`src/rtl/lzrw1_item_unpacker.sv`:
```
// LZRW1 item unpacker: splits a raw compressed byte stream into literal/copy items for the decompressor.
// Optional build macro STATS_EN adds saturating literal/copy transfer counters.
module lzrw1_item_unpacker #(
  parameter int CW_BITS = 8,
  parameter int CNT_W   = 16
) (
  input  logic             clock,
  input  logic             reset,
  input  logic [7:0]       in_byte,
  input  logic             in_valid,
  input  logic             in_last,
  output logic             in_ready,
  output logic [15:0]      data_out,
  output logic             control_word_out,
  output logic             data_out_valid,
  input  logic             dec_busy,
  output logic             done,
  output logic             error,
`ifdef STATS_EN
  output logic [CNT_W-1:0] lit_count,
  output logic [CNT_W-1:0] copy_count,
`endif
  output logic [2:0]       o_dbg_state
);

  typedef enum logic [2:0] {
    S_CTRL0  = 3'd0,
    S_CTRL1  = 3'd1,
    S_LIT    = 3'd2,
    S_CPY_HI = 3'd3,
    S_CPY_LO = 3'd4,
    S_EMIT   = 3'd5
  } state_t;

  localparam logic [3:0] LAST_IDX = 4'(CW_BITS - 1);

  state_t      r_state;
  state_t      w_state_nx;
  logic        r_run;
  logic [15:0] r_cw;
  logic [3:0]  r_idx;
  logic [15:0] r_data;
  logic        r_cwo;
  logic        r_last;
  logic        r_done;
  logic        r_error;
  logic        w_fire;
  logic        w_xfer;
  logic        w_next_bit;

  // Byte handshake: a byte moves on a rising edge with in_valid & in_ready.
  // Item handshake: an item moves on a rising edge with data_out_valid & !dec_busy.
  assign w_fire     = in_valid & in_ready;
  assign w_xfer     = data_out_valid & ~dec_busy;
  assign w_next_bit = r_cw[r_idx + 4'd1];

  always_ff @(posedge clock or negedge reset) begin
    if (!reset) r_state <= S_CTRL0;
    else        r_state <= w_state_nx;
  end

  always_comb begin
    w_state_nx     = r_state;
    in_ready       = r_run && (r_state != S_EMIT);
    data_out_valid = (r_state == S_EMIT);
    case (r_state)
      S_CTRL0: if (w_fire) begin
        if (in_last)            w_state_nx = S_CTRL0;
        else if (CW_BITS == 16) w_state_nx = S_CTRL1;
        else                    w_state_nx = in_byte[0] ? S_CPY_HI : S_LIT;
      end
      S_CTRL1: if (w_fire) begin
        if (in_last) w_state_nx = S_CTRL0;
        else         w_state_nx = r_cw[0] ? S_CPY_HI : S_LIT;
      end
      S_LIT:    if (w_fire) w_state_nx = S_EMIT;
      S_CPY_HI: if (w_fire) w_state_nx = in_last ? S_CTRL0 : S_CPY_LO;
      S_CPY_LO: if (w_fire) w_state_nx = S_EMIT;
      S_EMIT: if (w_xfer) begin
        if (r_last || (r_idx == LAST_IDX)) w_state_nx = S_CTRL0;
        else                               w_state_nx = w_next_bit ? S_CPY_HI : S_LIT;
      end
      default: w_state_nx = S_CTRL0;
    endcase
  end

  always_ff @(posedge clock or negedge reset) begin
    if (!reset) begin
      r_run   <= 1'b0;
      r_cw    <= '0;
      r_idx   <= '0;
      r_data  <= '0;
      r_cwo   <= 1'b0;
      r_last  <= 1'b0;
      r_done  <= 1'b0;
      r_error <= 1'b0;
    end else begin
      r_run  <= 1'b1;
      r_done <= 1'b0;
      case (r_state)
        S_CTRL0: if (w_fire) begin
          r_cw[7:0] <= in_byte;
          r_idx     <= '0;
          r_done    <= in_last;
        end
        S_CTRL1: if (w_fire) begin
          r_cw[15:8] <= in_byte;
          r_done     <= in_last;
        end
        S_LIT: if (w_fire) begin
          r_data <= {8'h00, in_byte};
          r_cwo  <= 1'b0;
          r_last <= in_last;
        end
        S_CPY_HI: if (w_fire) begin
          r_data[15:8] <= in_byte;
          // A stream ending mid-copy drops the half item and flags it permanently.
          if (in_last) begin
            r_error <= 1'b1;
            r_done  <= 1'b1;
          end
        end
        S_CPY_LO: if (w_fire) begin
          r_data[7:0] <= in_byte;
          r_cwo       <= 1'b1;
          r_last      <= in_last;
        end
        S_EMIT: if (w_xfer) begin
          r_done <= r_last;
          r_idx  <= (r_last || (r_idx == LAST_IDX)) ? 4'd0 : r_idx + 4'd1;
        end
        default: ;
      endcase
    end
  end

  assign data_out         = r_data;
  assign control_word_out = r_cwo;
  assign done             = r_done;
  assign error            = r_error;
  assign o_dbg_state      = r_state;

`ifdef STATS_EN
  logic [CNT_W-1:0] r_lit_cnt;
  logic [CNT_W-1:0] r_copy_cnt;

  always_ff @(posedge clock or negedge reset) begin
    if (!reset) begin
      r_lit_cnt  <= '0;
      r_copy_cnt <= '0;
    end else if (w_xfer) begin
      if (r_cwo && (r_copy_cnt != '1))      r_copy_cnt <= r_copy_cnt + 1'b1;
      else if (!r_cwo && (r_lit_cnt != '1)) r_lit_cnt  <= r_lit_cnt + 1'b1;
    end
  end

  assign lit_count  = r_lit_cnt;
  assign copy_count = r_copy_cnt;
`endif

endmodule

```
`config.mk`:
```
export PLATFORM = sky130hd
export DESIGN_NAME = lzrw1_item_unpacker
export DESIGN_NICKNAME = d
export VERILOG_FILES = /design/src/rtl/lzrw1_item_unpacker.sv
export SDC_FILE = /design/constraint.sdc
export NUM_CORES = 1
export LEC_CHECK = 0
export ABC_AREA = 1
export CAP_MARGIN = 20
export CORE_MARGIN = 3
export CORE_UTILIZATION = 50
export DETAILED_ROUTE_END_ITERATION = 10
export GPL_TIMING_DRIVEN = 1
export PLACE_DENSITY_LB_ADDON = 0.05
export REMOVE_ABC_BUFFERS = 1
export SETUP_SLACK_MARGIN = 0.05
export SLEW_MARGIN = 20
export SYNTH_ARGS = -nofsm -noshare
export SYNTH_HDL_FRONTEND = slang
export SYNTH_SLANG_ARGS = --single-unit
```
`constraint.sdc`:
```
create_clock -name clock -period 2.65 [get_ports clock]
set_input_delay 0.3975 -clock clock [delete_from_list [all_inputs] [get_ports clock]]
set_output_delay 0.3975 -clock clock [all_outputs]
set_load 0.005 [all_outputs]
```
==> flow_summary.ini <==
[outcome]
status = completed

[critical_path]
cp.required_ns = 2.25
crit_buf_inv = 2
critical_path.max_fanout = 5
rrSetupSlack_ns = 0.93
arrival_ns = 1.73
path_delay_family = buffers and inverters
path_class = register to primary output
cp_cell_sequence = inv_1 -> nor3_4 -> clkdlybuf4s50_1
start_kind = register
critPathSlowestCell = clkdlybuf4s50_1
worst_setup_path_end_kind = primary output
max_stage_delay_ns = 0.57

[clock_tree]
cts.sinks = 44
cts_resized = 0
numCtsBuffers = 5
post_cts_buffers = 0
cts.clk_slew.worst_paths_ns = 0.08
hold_buffers = 0
h-tree-depth = 2
cts_tree = built
clk_latency_ns = 0.29
cts_buffer_depth = 2
root_buffer = clkbuf_8

[timing]
finalSetupViolCount = 0
tns_ns = 0
rsz0062_at_grt = no
worstMarginPinSlew_ns = 0.954
maxSlewViolCount = 0
max_freq_ghz = 0.470
fin_crit_sh = 0.803
hold_viol = 0
skew_ns = 0.00648
fin_crit_ns = 2.13
maxSlewHeadroom = 0.364

[routing]
routed_wl_mm = 4.43
drc = 0
vias = 1705
dr.pass1.iters = 4
drtIter0Drc = 82
wl_per_cell_um = 13.5
postRouteAntennaNets = 0
drt-vias-per-instance = 5.18

[final_layout]
num_antenna_cells = 0
drive_gt1_frac = 0.0819
finalNetCount = 296
area_delta_synth_final_pct = 22.8
finalInstanceArea_um2 = 2560
layout_commonest_cell = nand2_1
mostFrequentLayoutCells = nand2_1 (62), dfrtp_1 (44), clkdlybuf4s50_1 (35)

[power_and_ir_drop]
p_leak_uw = 0.00123
power.density_nw_per_um2 = 1060
ir_worst_vdd_mv = 0.573
seqPwrFrac = 0.422
p_int_uw = 1760
switching_share = 0.348
p_sw_uw = 943
p_total_uw = 2710
p_comb_frac = 0.400
pwr-share-clk = 0.178

[place]
gp_congestion = 0.852
port_buffers = 36
place_hpwl_mm = 3.13
dpl_cell_area_um2 = 2460

[global_route]
antenna_found_initial = 0
grt_use_total = 0.190
grt_max_degree = 45
grt_pass1_vias = 1672
overflow = 0
grt_pass1_wl_mm = 7.62

[logic_synthesis]
ys_ff_latch = 44
ys_warn_count = 0
yosys.cell_types.count = 30
synth_area_um2 = 2090
avgSynthCellArea_um2 = 8.59
syn_inst = 243
synth.yosys.seq_area_share = 0.528

[die]
design.core.area_um2 = 3830
start_util = 0.545
die_h_um = 70.6
dieArea_um2 = 4990
boundaryPins = 37
fp.dieW_um = 70.6
rows = 22

[hold_path]
hp-class = primary input to asynchronous set/reset pin

[job]
maxCapViolCount = 0
[power by group through the flow]
stage          Sequential [µW]  Clock [µW]  Combinational [µW]
3_5_place_dp              1150           0                1080
3_3_place_gp              1140           0                1080
2_1_floorplan             1130           0                 585
5_1_grt                   1180         517                1230
6_report                  1140         480                1080
4_1_cts                   1140         492                1100
[Yosys cell counts, drive strengths merged]
cell type   n  area [µm²]
o21ai      34         170
xnor2       1        8.76
inv        36         138
a21oi       9        48.8
xor2        3        26.3
dfrtp      44        1100
nand2      66         277
ha          1        12.5
nand3      18         108
buf         4        38.8
nor3        6        41.3
or2         1        6.26
o22ai       2        12.5
conb        1        3.75
a31o        1        8.76
nor2       16        86.3
[through the flow]
step	util	hold WS [ns]	worst slack [ns]	instances
6_report	0.670	0.253	0.522	329
5_1_grt	0.670	0.330	0.418	329
4_1_cts	0.670	0.284	0.506	329
3_5_place_dp	0.644	0.472	0.833	323
3_3_place_gp	0.644	0.457	0.877	323
2_1_floorplan	-	0.102	1.15	239
[area by class of cell]
type / instances / area (µm²)
fill: 329 / 1260
inverter: 36 / 138
tap: 48 / 60.1
clock buffer: 5 / 68.8
clock inverter: 1 / 30.0
multi-input combinational: 159 / 810
timing repair buffer: 36 / 355
sequential: 44 / 1100
[path summary, 6_finish.rpt]
path,from,endpoint,cells past startpoint
max in group asynchronous,reset,data_out[3]$_DFFE_PN0P_,1
max reg2reg,o_dbg_state[0]$_DFFE_PN0P_,r_idx[0]$_DFFE_PN0P_,10
min,reset,r_cw[5]$_DFFE_PN0P_,1
min reg2reg,data_out[10]$_DFFE_PN0P_,data_out[10]$_DFFE_PN0P_,2
max,o_dbg_state[0]$_DFFE_PN0P_,data_out_valid,3
min in group clock,data_out[10]$_DFFE_PN0P_,data_out[10]$_DFFE_PN0P_,2
[cell families (layout without fill, tap and decap cells)]
logic type,count (synthesis),in the layout,share of synthesized area
AND/OR/NAND/NOR,107,107,0.248
XOR/XNOR,4,4,0.0168
other,1,1,0.00180
AO/OA/AOI/OAI,46,46,0.115
adder cells (fa/ha/maj),1,1,0.00599
buffers and inverters,40,78,0.0845
flip-flops,44,44,0.528
[registers in the layout, indices dropped and copies added (netlist names)]
register / flops
data_out: 16
r_cw: 16
r_idx: 4
o_dbg_state: 3
control_word_out: 1
done: 1
error: 1
r_last: 1
r_run: 1
[metal layers]
layer  wire (µm)  part of all wire  up-vias  track usage
li1            -                 -      848            -
met1        2180              0.49      800        0.283
met2        1930              0.44       49        0.280
met3         256             0.058        8       0.0455
met4          59             0.013        0       0.0501
met5           0                 0        -            0
(Power assumes the default switching activity.)
